File: src/rtl/lc3_mc_ctrl.sv
// Multicycle LC-3 control unit with req/ack memory handshake, wait watchdog and retire counter.
// Optional TRAP sequencing is enabled by defining LC3_TRAP_EN.
module lc3_mc_ctrl #(
    parameter int unsigned MAX_WAIT = 15,
    parameter int unsigned CNT_W    = 16
) (
    input  logic             clk,
    input  logic             rst,
    input  logic [15:0]      ir,
    input  logic             n,
    input  logic             z,
    input  logic             p,
    input  logic             mem_ack,
    output logic             mem_req,
    output logic             mem_we,
    output logic [1:0]       mem_addr_sel,
    output logic             ir_ld,
    output logic             pc_inc,
    output logic             pc_ld,
    output logic             pc_clr,
    output logic             mar_ld,
    output logic [1:0]       pc_sel,
    output logic             pc_off_sel,
    output logic             rf_we,
    output logic [1:0]       rf_wsel,
    output logic [2:0]       rf_waddr,
    output logic [2:0]       rf_raddr0,
    output logic [2:0]       rf_raddr1,
    output logic [15:0]      sext_data,
    output logic             a_sel,
    output logic             b_sel,
    output logic [1:0]       alu_op,
    output logic             nzp_ld,
    output logic             nzp_sel,
    output logic             halted,
    output logic             fault,
    output logic [CNT_W-1:0] instret
);
    localparam int unsigned WAIT_W = $clog2(MAX_WAIT + 2);

    localparam logic [3:0] OpBr  = 4'b0000, OpAdd = 4'b0001, OpLd  = 4'b0010, OpSt  = 4'b0011;
    localparam logic [3:0] OpJsr = 4'b0100, OpAnd = 4'b0101, OpLdr = 4'b0110, OpStr = 4'b0111;
    localparam logic [3:0] OpRti = 4'b1000, OpNot = 4'b1001, OpLdi = 4'b1010, OpSti = 4'b1011;
    localparam logic [3:0] OpJmp = 4'b1100, OpRes = 4'b1101, OpLea = 4'b1110, OpTrap = 4'b1111;

    typedef enum logic [2:0] {StFetch, StDecode, StExec1, StExec2, StHalt} state_t;

    state_t            state_q;
    logic [WAIT_W-1:0] wait_q;
    logic [CNT_W-1:0]  instret_q;
    logic              fault_q;

    logic [3:0]  opcode;
    logic [15:0] imm5, off6, off9;
    logic        is_mem1, is_ind, is_trap, mem_state, mem_stall, mem_timeout;

    assign opcode = ir[15:12];
    assign imm5   = {{11{ir[4]}}, ir[4:0]};
    assign off6   = {{10{ir[5]}}, ir[5:0]};
    assign off9   = {{7{ir[8]}}, ir[8:0]};

    assign is_mem1 = (opcode == OpLd) || (opcode == OpLdr) || (opcode == OpSt) ||
                     (opcode == OpStr) || (opcode == OpLdi) || (opcode == OpSti);
    assign is_ind  = (opcode == OpLdi) || (opcode == OpSti);
`ifdef LC3_TRAP_EN
    assign is_trap = (opcode == OpTrap) && (ir[7:0] != 8'h25);
`else
    assign is_trap = 1'b0;
`endif

    assign mem_state   = (state_q == StFetch) || (state_q == StExec2) ||
                         ((state_q == StExec1) && is_mem1);
    assign mem_stall   = mem_state && !mem_ack && (wait_q != WAIT_W'(MAX_WAIT));
    assign mem_timeout = mem_state && !mem_ack && (wait_q == WAIT_W'(MAX_WAIT));

    always_ff @(posedge clk) begin
        if (rst) begin
            state_q   <= StFetch;
            wait_q    <= '0;
            instret_q <= '0;
            fault_q   <= 1'b0;
        end else begin
            // Counter runs only while a request is stalled; any state change clears it.
            wait_q <= mem_stall ? wait_q + 1'b1 : '0;
            if (mem_timeout) begin
                state_q <= StHalt;
                fault_q <= 1'b1;
            end else if (!mem_stall) begin
                case (state_q)
                    StFetch:  state_q <= StDecode;
                    StDecode: begin
                        if (opcode == OpRti || opcode == OpRes) begin
                            state_q <= StHalt;
                            fault_q <= 1'b1;
                        end else if (opcode == OpTrap && !is_trap) begin
                            state_q <= StHalt;
                        end else begin
                            state_q <= StExec1;
                        end
                    end
                    StExec1: begin
                        if (is_ind || is_trap) begin
                            state_q <= StExec2;
                        end else begin
                            state_q   <= StFetch;
                            instret_q <= instret_q + 1'b1;
                        end
                    end
                    StExec2: begin
                        state_q   <= StFetch;
                        instret_q <= instret_q + 1'b1;
                    end
                    default: state_q <= StHalt;
                endcase
            end
        end
    end

    always_comb begin
        mem_req = 1'b0; mem_we = 1'b0; mem_addr_sel = 2'd0; ir_ld = 1'b0; pc_inc = 1'b0;
        pc_ld = 1'b0; mar_ld = 1'b0; pc_sel = 2'd0; pc_off_sel = 1'b0; rf_we = 1'b0;
        rf_wsel = 2'd0; rf_waddr = 3'd0; rf_raddr0 = 3'd0; rf_raddr1 = 3'd0; sext_data = '0;
        a_sel = 1'b0; b_sel = 1'b0; alu_op = 2'd0; nzp_ld = 1'b0; nzp_sel = 1'b0;
        pc_clr = rst;
        if (!rst) begin
            case (state_q)
                StFetch: begin
                    mem_req = 1'b1;
                    ir_ld   = mem_ack;
                end
                StDecode: pc_inc = 1'b1;
                StExec1: begin
                    case (opcode)
                        OpAdd, OpAnd, OpNot: begin
                            rf_we     = 1'b1;
                            rf_wsel   = 2'd2;
                            rf_waddr  = ir[11:9];
                            rf_raddr0 = ir[8:6];
                            rf_raddr1 = ir[2:0];
                            nzp_ld    = 1'b1;
                            if (opcode == OpNot) begin
                                alu_op = 2'd3;
                            end else begin
                                alu_op    = (opcode == OpAnd) ? 2'd1 : 2'd0;
                                b_sel     = ir[5];
                                sext_data = imm5;
                            end
                        end
                        OpLea: begin
                            rf_we     = 1'b1;
                            rf_wsel   = 2'd2;
                            rf_waddr  = ir[11:9];
                            a_sel     = 1'b1;
                            b_sel     = 1'b1;
                            sext_data = off9;
                        end
                        OpBr: begin
                            pc_ld      = (ir[11] & n) | (ir[10] & z) | (ir[9] & p);
                            pc_off_sel = 1'b1;
                            sext_data  = off9;
                        end
                        OpJmp: begin
                            pc_ld     = 1'b1;
                            pc_sel    = 2'd1;
                            rf_raddr0 = ir[8:6];
                            alu_op    = 2'd2;
                        end
                        OpJsr: begin
                            rf_we     = 1'b1;
                            rf_waddr  = 3'd7;
                            pc_ld     = 1'b1;
                            pc_sel    = ir[11] ? 2'd0 : 2'd1;
                            rf_raddr0 = ir[8:6];
                            alu_op    = 2'd2;
                        end
                        OpLd, OpLdr, OpSt, OpStr, OpLdi, OpSti: begin
                            mem_req      = 1'b1;
                            mem_addr_sel = 2'd1;
                            b_sel        = 1'b1;
                            if (opcode == OpLdr || opcode == OpStr) begin
                                rf_raddr0 = ir[8:6];
                                sext_data = off6;
                            end else begin
                                a_sel     = 1'b1;
                                sext_data = off9;
                            end
                            if (opcode == OpLd || opcode == OpLdr) begin
                                rf_we    = mem_ack;
                                rf_wsel  = 2'd1;
                                rf_waddr = ir[11:9];
                                nzp_ld   = mem_ack;
                                nzp_sel  = 1'b1;
                            end else if (opcode == OpSt || opcode == OpStr) begin
                                rf_raddr1 = ir[11:9];
                                mem_we    = mem_ack;
                            end else begin
                                mar_ld = mem_ack;
                            end
                        end
`ifdef LC3_TRAP_EN
                        OpTrap: begin
                            rf_we    = is_trap;
                            rf_waddr = 3'd7;
                        end
`endif
                        default: ;
                    endcase
                end
                StExec2: begin
                    mem_req = 1'b1;
`ifdef LC3_TRAP_EN
                    if (is_trap) begin
                        mem_addr_sel = 2'd3;
                        sext_data    = {8'h00, ir[7:0]};
                        pc_ld        = mem_ack;
                        pc_sel       = 2'd2;
                    end else
`endif
                    begin
                        mem_addr_sel = 2'd2;
                        if (opcode == OpLdi) begin
                            rf_we    = mem_ack;
                            rf_wsel  = 2'd1;
                            rf_waddr = ir[11:9];
                            nzp_ld   = mem_ack;
                            nzp_sel  = 1'b1;
                        end else begin
                            rf_raddr1 = ir[11:9];
                            mem_we    = mem_ack;
                        end
                    end
                end
                default: ;
            endcase
        end
    end

    assign halted  = !rst && (state_q == StHalt);
    assign fault   = !rst && fault_q;
    assign instret = rst ? '0 : instret_q;

endmodule
File: config.mk
export PLATFORM = sky130hd
export DESIGN_NAME = lc3_mc_ctrl
export DESIGN_NICKNAME = d
export VERILOG_FILES = /design/src/rtl/lc3_mc_ctrl.sv
export SDC_FILE = /design/constraint.sdc
export NUM_CORES = 1
export LEC_CHECK = 0
export ABC_AREA = 1
export BUFFER_PORTS_ARGS = -buffer_cell sky130_fd_sc_hd__buf_2
export CAP_MARGIN = 15
export CORE_UTILIZATION = 45
export DETAILED_ROUTE_END_ITERATION = 10
export PLACE_DENSITY = 0.74
export SYNTH_ARGS = -nofsm -noshare
export SYNTH_HDL_FRONTEND = slang
export SYNTH_SLANG_ARGS = --single-unit
File: constraint.sdc
create_clock -name clk -period 2.9 [get_ports clk]
set_clock_uncertainty 0.15 [all_clocks]
set_input_delay 0.58 -clock clk [delete_from_list [all_inputs] [get_ports clk]]
set_output_delay 0.58 -clock clk [all_outputs]
set_load 0.01 [all_outputs]
======== Word-level counts from Yosys, hierarchy flattened ========
Index checks and enable logic that the tools add are counted.
storage, ports and cells
  register bits after elaboration ......... 25
  bits of input ports ..................... 22
  word-level logic and storage cells ...... 169
operators by class
  add/subtract/negate cells ............... 2
  equal/unequal tests ..................... 23
  muxes and demuxes ....................... 95
  bitwise operators ....................... 7
  reductions and logical operators ........ 37
operator list
  cell                   count
  $mux 16                6
  $pmux 16 s3            1
  $mux 1                 46
  $mux 3                 14
  $eq 4x4->1 const B     8
  $pmux 16 s2            1
  $pmux 3 s2             4
  $pmux 1 s2             11
  $add 16x1->16 const B  1
  $eq 4x3->1 const B     4
  $pmux 2 s2             4
  $mux 2                 6
  $pmux 3 s4             1
  $logic_or 1x1->1       11
  $reduce_or 2->1        5
  $reduce_or 5->1        2
  $pmux 3 s3             1
  $eq 4x2->1 const B     2
  $reduce_or 7->1        1
  $eq 3x2->1 const B     2
  $logic_and 1x1->1      6
  $reduce_bool 2->1      3
  $reduce_or 6->1        1
  $add 5x1->5 const B    1
  other kinds (17)       22

======== Logic depth before layout (Yosys ltp) ========
Gate-level depths: netlist (run 1).
  depth in word-level cells ............... 12
  mapped depth ............................ 11

======== Worst setup path after synthesis (run 1) ========
Ideal clock, no wire load.
  kind .................................... input -> output
  from .................................... input port ir[14]
  to ...................................... output port sext_data[10]
  arrival ................................. 1.811 ns
  path slack .............................. 0.359 ns
  stages on the path ...................... 10
  path buffers ............................ 2
  cells stage by stage .................... buf_2 nand2_2 nor2_1 a21oi_1 o21ai_0 nand2_1 inv_1 nand2_1 inv_1 buf_4
on the way
  longest elaborated chain between the ends .. 6
ends and longest elaborated chain
  what              line      RTL
  from (decl)       9         input logic [15:0] ir,
  $eq 4x3->1        133, 180
  $logic_or 1x1->1  180       if (opcode == OpLdr || opcode == OpStr) begin
  $mux 16           180
  $pmux 16 s3 *     133       case (opcode)
  $mux 16 *         126       case (state_q)
  $mux 16 *         125       if (!rst) begin
  to (decl)         29        output logic [15:0] sext_data,
Mark *: on every way between the ends. The rest lies on a longest branch, timed or not.

======== Final worst setup path (run 1) ========
  from .................................... register state_q[2]
  to ...................................... output port sext_data[11]
on the way
  longest elaborated chain between the ends .. 3
ends and longest elaborated chain
  what                    line  RTL
  from (decl)             48    state_t state_q;
  from (signal assigned)  78    state_q <= StFetch;
  from (signal assigned)  86    state_q <= StHalt;
  from (signal assigned)  90    StFetch: state_q <= StDecode;
  $eq 3x2->1              126
  $mux 16                 126
  $mux 16                 125
Every way passes these cells.

==> results.sh, run 1 <==
export IMPL_core_sq_mm=0.004786
export IMPL_peakVddDrop_uv=292.9
export IMPL_syn_area_sq_mm=0.002277
export IMPL_portBuffers=84
export IMPL_drt_vias_per_instance=4.989
export IMPL_cap_violations=0
export IMPL_grt_pass1_wl_microns=9832
export IMPL_syn_num_nets=419
export IMPL_gr_total_overflow=0
export IMPL_synth_top_cell_by_area="dfxtp_1"
export IMPL_wirelength_microns=6324
export IMPL_cp_arrival_ns=1.90
export IMPL_start_util_pct=47.58
export IMPL_finalNonFillerCells=535
export IMPL_numPlacedInstances=531
export IMPL_status="completed"
export IMPL_ys_types=35
export IMPL_track_usage_pct=23.05
export IMPL_crit_required_ns=2.17
export IMPL_synth_ff_latch_count=25
export IMPL_finalHoldViolCount=0
export IMPL_dpl_hpwl_microns=5021
export IMPL_critPathTopFamily="buffers and inverters"
export IMPL_path_max_fanout=8
export IMPL_num_vias=2669
export IMPL_cts_path_max_buffers=2
export IMPL_layout_setup_ws_ns=0.2661
export IMPL_setup_viol=0
export IMPL_start_kind="flop"
export IMPL_ys_async_sr_fraction_pct=0
export IMPL_layout_drive_gt1_share_pct=25.00
export IMPL_drv_slew=0
export IMPL_synth_enable_flop_cells=0
export IMPL_post_drt_wl_per_cell_microns=11.82
export IMPL_hold_class="reg -> reg"
export IMPL_synth_seq_area_share_pct=21.98
export IMPL_period_share_pct=90.82
export IMPL_io_pins=86
export IMPL_p_per_area_mw_per_mm2=308.6
export IMPL_h_tree_depth=1
export IMPL_chipHeight_microns=73.14
export IMPL_p_leak_nw=1.418
export IMPL_die_area_sq_mm=0.005349
export IMPL_yosys_warnings=0
export IMPL_cts_sinks=25
export IMPL_max_freq_mhz=379.7
export IMPL_drc_errors=0
export IMPL_clkSlewWorstSetupHoldPaths_ns=0.08
export IMPL_min_period_ns=2.634
export IMPL_insertion_delay_ns=0.27
export IMPL_synth_top_cell_area_share_pct=21.98
export IMPL_grt_max_degree=49
export IMPL_layout_commonest_cell="nand2_1"
export IMPL_cp_slowest_cell="dfxtp_1"
export IMPL_root_buffer="clkbuf_8"
export IMPL_drt_iter0_drc=134
export IMPL_grt_pass1_vias=2220
export IMPL_rows=25
export IMPL_ys_top_cells_by_area="dfxtp_1, nand2_1, nor2_1"
export IMPL_gp_congestion=0.9717
export IMPL_layout_common_cells="nand2_1, buf_2, nor2_1"
export IMPL_hp_start="wait_q[0]"
export IMPL_syn_to_final_growth_pct=19.89
export IMPL_antenna_found_initial=0
export IMPL_fin_tns_setup_ns=0
export IMPL_cp_num_buf_inv=5
export IMPL_rsz0062_at_grt="false"
export IMPL_ys_flop_type="dfxtp_1"
export IMPL_insertedDiodeCount=0
export IMPL_die_width_microns=73.14
export IMPL_cts_buffers=3
export IMPL_dr_pass1_iters=4
export IMPL_critPathMaxStageDelay_ns=0.32
export IMPL_cp_cell_sequence="inv_2, nand2_2, nor2_1, nand2_1, inv_1, nand2_1, inv_1, nand2_1, inv_1, buf_2"
export IMPL_critPathKind="reg -> out"
export IMPL_syn_inst=394
export IMPL_fin_hold_ws_ns=0.3039
export IMPL_cts_tree="built"
export IMPL_nets=494
export IMPL_postRouteAntennaNets=0
export IMPL_syn_avg_cell_area_sq_um=5.780
export IMPL_pre_cts_ws_ns=0.3321
export IMPL_crit_path_end_kind="primary output"
export IMPL_critPathLaunch="state_q[2]"
export IMPL_r2r_start="instret_q[0]"
export IMPL_postCtsHoldBufs=0
per-layer routing:
metal / track usage [%] / wire length, microns
met1: 28.54 / 2818
met2: 42.90 / 3055
met3: 1.796 / 422
met4: 5.229 / 27
met5: 0 / 0
power breakdown:
| group | internal, mW | leakage [nW] | switching [mW] |
|---|---|---|---|
| Sequential | 0.356 | 0.203 | 0.0191 |
| Clock | 0.0981 | 0.0228 | 0.104 |
| Combinational | 0.0841 | 1.19 | 0.182 |
| Total | 0.538 | 1.42 | 0.304 |
flip-flops by register name (all words and copies together), names as in the netlist:
signal     count
wait_q         5
fault_q        1
state_q        3
instret_q     16
logic make-up after synthesis:
group | synth area share [%]
fa+ha+maj | 1.649
simple gates | 46.65
flops | 21.98
other cells | 0.1647
buf+inv | 14.67
xor+xnor | 2.308
compound gates | 12.58
cells in the mapped netlist, types with 6 or more instances:
master / instances
nand2_2: 9
inv_1: 48
nand4_1: 6
o21ai_0: 13
buf_4: 10
nand3_1: 34
xor2_1: 6
nand2_1: 106
dfxtp_1: 25
nor2_1: 67
a21oi_1: 29
through the flow:
step / cell area (sq um) / total power [mW] / utilization [%]
after global placement: 2684 / 0.6459 / 56.08
after floorplan: 2277 / 0.5752 / -
final: 2730 / 0.8425 / 57.05
after global routing: 2730 / 0.8937 / 57.05
after detailed placement: 2684 / 0.6466 / 56.08
after CTS: 2729 / 0.8520 / 57.02
worst paths after layout:
kind                                      end  slack, ns  cells past startpoint
worst max-delay path            sext_data[11]       0.27                     10
worst min-delay path                wait_q[0]       0.30                      1
worst max register to register   instret_q[6]       1.12                      6
worst min register to register      wait_q[0]       0.30                      1
repair_timing:
| action | 4_1_cts | 5_1_grt |
|---|---|---|
| buffers inserted | 0 | 0 |
| gates resized for setup | 0 | 1 |
| endpoints found under the hold margin | 0 | 0 |
| setup endpoints to repair | 0 | 8 |
area by class of cell:
class                      count  area, sq um
fill                         523         2056
multi-input combinational    299         1443
sequential                    25        501.7
timing repair buffer          89        457.9
inverter                      51        198.9
tap                           67        83.83
clock buffer                   4        45.04
Note: power is estimated with default switching activity, not from simulation.
==> inputs of run 2 (changes only) <==
--- a/config.mk
+++ b/config.mk
@@ -8,9 +8,11 @@
 export ABC_AREA = 1
 export BUFFER_PORTS_ARGS = -buffer_cell sky130_fd_sc_hd__buf_2
 export CAP_MARGIN = 15
-export CORE_UTILIZATION = 45
+export CELL_PAD_IN_SITES_DETAIL_PLACEMENT = 1
+export CELL_PAD_IN_SITES_GLOBAL_PLACEMENT = 1
+export CORE_UTILIZATION = 33
 export DETAILED_ROUTE_END_ITERATION = 10
-export PLACE_DENSITY = 0.74
+export PLACE_DENSITY_LB_ADDON = 0.1
 export SYNTH_ARGS = -nofsm -noshare
 export SYNTH_HDL_FRONTEND = slang
 export SYNTH_SLANG_ARGS = --single-unit
==> run 2 against run 1 <==
  * Routed wire length rose by 16%
  * Global-route usage shrank 2.2 points
  * Count of clock-buffer cells in the layout did not move
  * Highest routed layer unchanged
  * Largest power group unchanged
  * Combinational power grew 2%
  * Sequential power about the same
  * Core utilization shrank 15 points
  * Largest cell class unchanged
  * Hold slack worse by 0.0016 ns
==> results.sh, run 2 (synthesized netlist as in run 1, its figures left out) <==
export IMPL_ff_latch_area_sq_um=500.5
export IMPL_die_width_microns=85.07
export IMPL_cp_arrival_ns=1.94
export IMPL_chipHeight_microns=85.07
export IMPL_drv_slew=0
export IMPL_postCtsHoldBufs=0
export IMPL_start_util_pct=35.06
export IMPL_post_route_util_pct=42.13
export IMPL_cap_violations=0
export IMPL_cts_sinks=25
export IMPL_num_vias=2695
export IMPL_insertion_delay_ns=0.27
export IMPL_crit_required_ns=2.17
export IMPL_die_area_sq_mm=0.007237
export IMPL_gp_congestion=0.8374
export IMPL_nets=493
export IMPL_hold_class="reg -> reg"
export IMPL_p_per_area_mw_per_mm2=311.4
export IMPL_rows=29
export IMPL_numPlacedInstances=540
export IMPL_root_buffer="clkbuf_8"
export IMPL_cts_buffers=3
export IMPL_max_slew_margin_pct=66.56
export IMPL_gr_usage_met2_pct=38.12
export IMPL_post_drt_wl_per_cell_microns=13.50
export IMPL_fin_tns_setup_ns=0
export IMPL_antenna_found_initial=0
export IMPL_largest_reg_flops=16
export IMPL_worstMarginPinSlew_ns=0.5015
export IMPL_clkSlewWorstSetupHoldPaths_ns=0.08
export IMPL_finalHoldViolCount=0
export IMPL_drt_vias_per_instance=4.954
export IMPL_cts_repair_resized=0
export IMPL_rsz0062_at_grt="false"
export IMPL_layout_common_cells="nand2_1, buf_2, nor2_1"
export IMPL_busiest_layer="met2"
export IMPL_wirelength_microns=7342
export IMPL_setup_viol=0
export IMPL_grt_pass1_vias=2599
export IMPL_portBuffers=84
export IMPL_min_period_ns=2.666
export IMPL_syn_to_final_growth_pct=20.16
export IMPL_peakVddDrop_uv=203.2
export IMPL_status="completed"
export IMPL_grtUsageMet3_pct=1.946
export IMPL_drt_iter0_drc=65
export IMPL_cts_path_max_buffers=2
export IMPL_top_regs="instret_q (16), wait_q (5), state_q (3)"
export IMPL_cts_tree="built"
export IMPL_top_register="instret_q"
export IMPL_layout_commonest_cell="nand2_1"
export IMPL_critPathKind="in -> out"
export IMPL_drc_errors=0
export IMPL_track_usage_pct=20.83
export IMPL_start_kind="primary input"
export IMPL_crit_path_end_kind="primary output"
export IMPL_p_leak_nw=1.412
export IMPL_core_sq_mm=0.006495
export IMPL_rrSetupSlack_ns=1.10
export IMPL_p_total_uw=852.2
export IMPL_fillers=932
export IMPL_use_met1_pct=26.37
export IMPL_max_freq_mhz=375.1
export IMPL_gr_total_overflow=0
export IMPL_io_pins=86
export IMPL_period_share_pct=91.93
export IMPL_grt_max_degree=46
export IMPL_insertedDiodeCount=0
export IMPL_postRouteAntennaNets=0
export IMPL_dr_pass1_iters=4
export IMPL_finalNonFillerCells=544
export IMPL_path_max_fanout=6
export IMPL_layout_drive_gt1_share_pct=24.84
export IMPL_post_cts_buffers=0
export IMPL_multi_input_area_sq_mm=0.001445
export IMPL_grt_pass1_wl_microns=12140
export IMPL_dpl_hpwl_microns=5975
export IMPL_h_tree_depth=1
## run 2: critical path: stages
cell     delay, ns
buf_2         0.14
inv_1         0.10
nand2_1       0.17
nor2_2        0.25
nor2_1        0.09
nand2_1       0.10
nand2_1       0.06
nand2_1       0.05
nand2_1       0.05
a21oi_1       0.18
buf_2         0.17
## run 2: final timing paths
check	from	to	depth (start not counted)
max reg2reg	state_q[0]	wait_q[2]	8
min	wait_q[0]	wait_q[0]	1
min reg2reg	wait_q[0]	wait_q[0]	1
max	ir[13]	rf_waddr[2]	11
## run 2: metal layers
| metal | up-vias | wire [microns] |
|---|---|---|
| met1 | 1234 | 3268 |
| li1 | 1378 | - |
| met2 | 79 | 3551 |
| met3 | 4 | 463 |
| met5 | - | 0 |
| met4 | 0 | 59 |
## run 2: area by class of cell
type,instances,share of cell area (%)
multi-input cells,299,52.81
flip-flops and latches,25,18.29
repair buffers,88,16.46
inverters,51,7.270
well taps,77,3.521
clock buffers,4,1.646
## run 2: per-stage QoR
stage	instance area, sq um	hold slack [ns]	worst slack [ns]
3_3_place_gp	2689	0.2832	0.09885
4_1_cts	2734	0.3085	0.1381
3_5_place_dp	2689	0.2918	0.1401
6_report	2736	0.3023	0.2340
5_1_grt	2736	0.3201	0.01871
2_1_floorplan	2277	0.2676	0.3593
## run 2: power by group
| part | internal, mW | leakage, nW | switching (mW) |
|---|---|---|---|
| registers | 0.355 | 0.202 | 0.0177 |
| logic | 0.0836 | 1.19 | 0.186 |
| clock network | 0.0983 | 0.0228 | 0.111 |
| total | 0.537 | 1.41 | 0.315 |
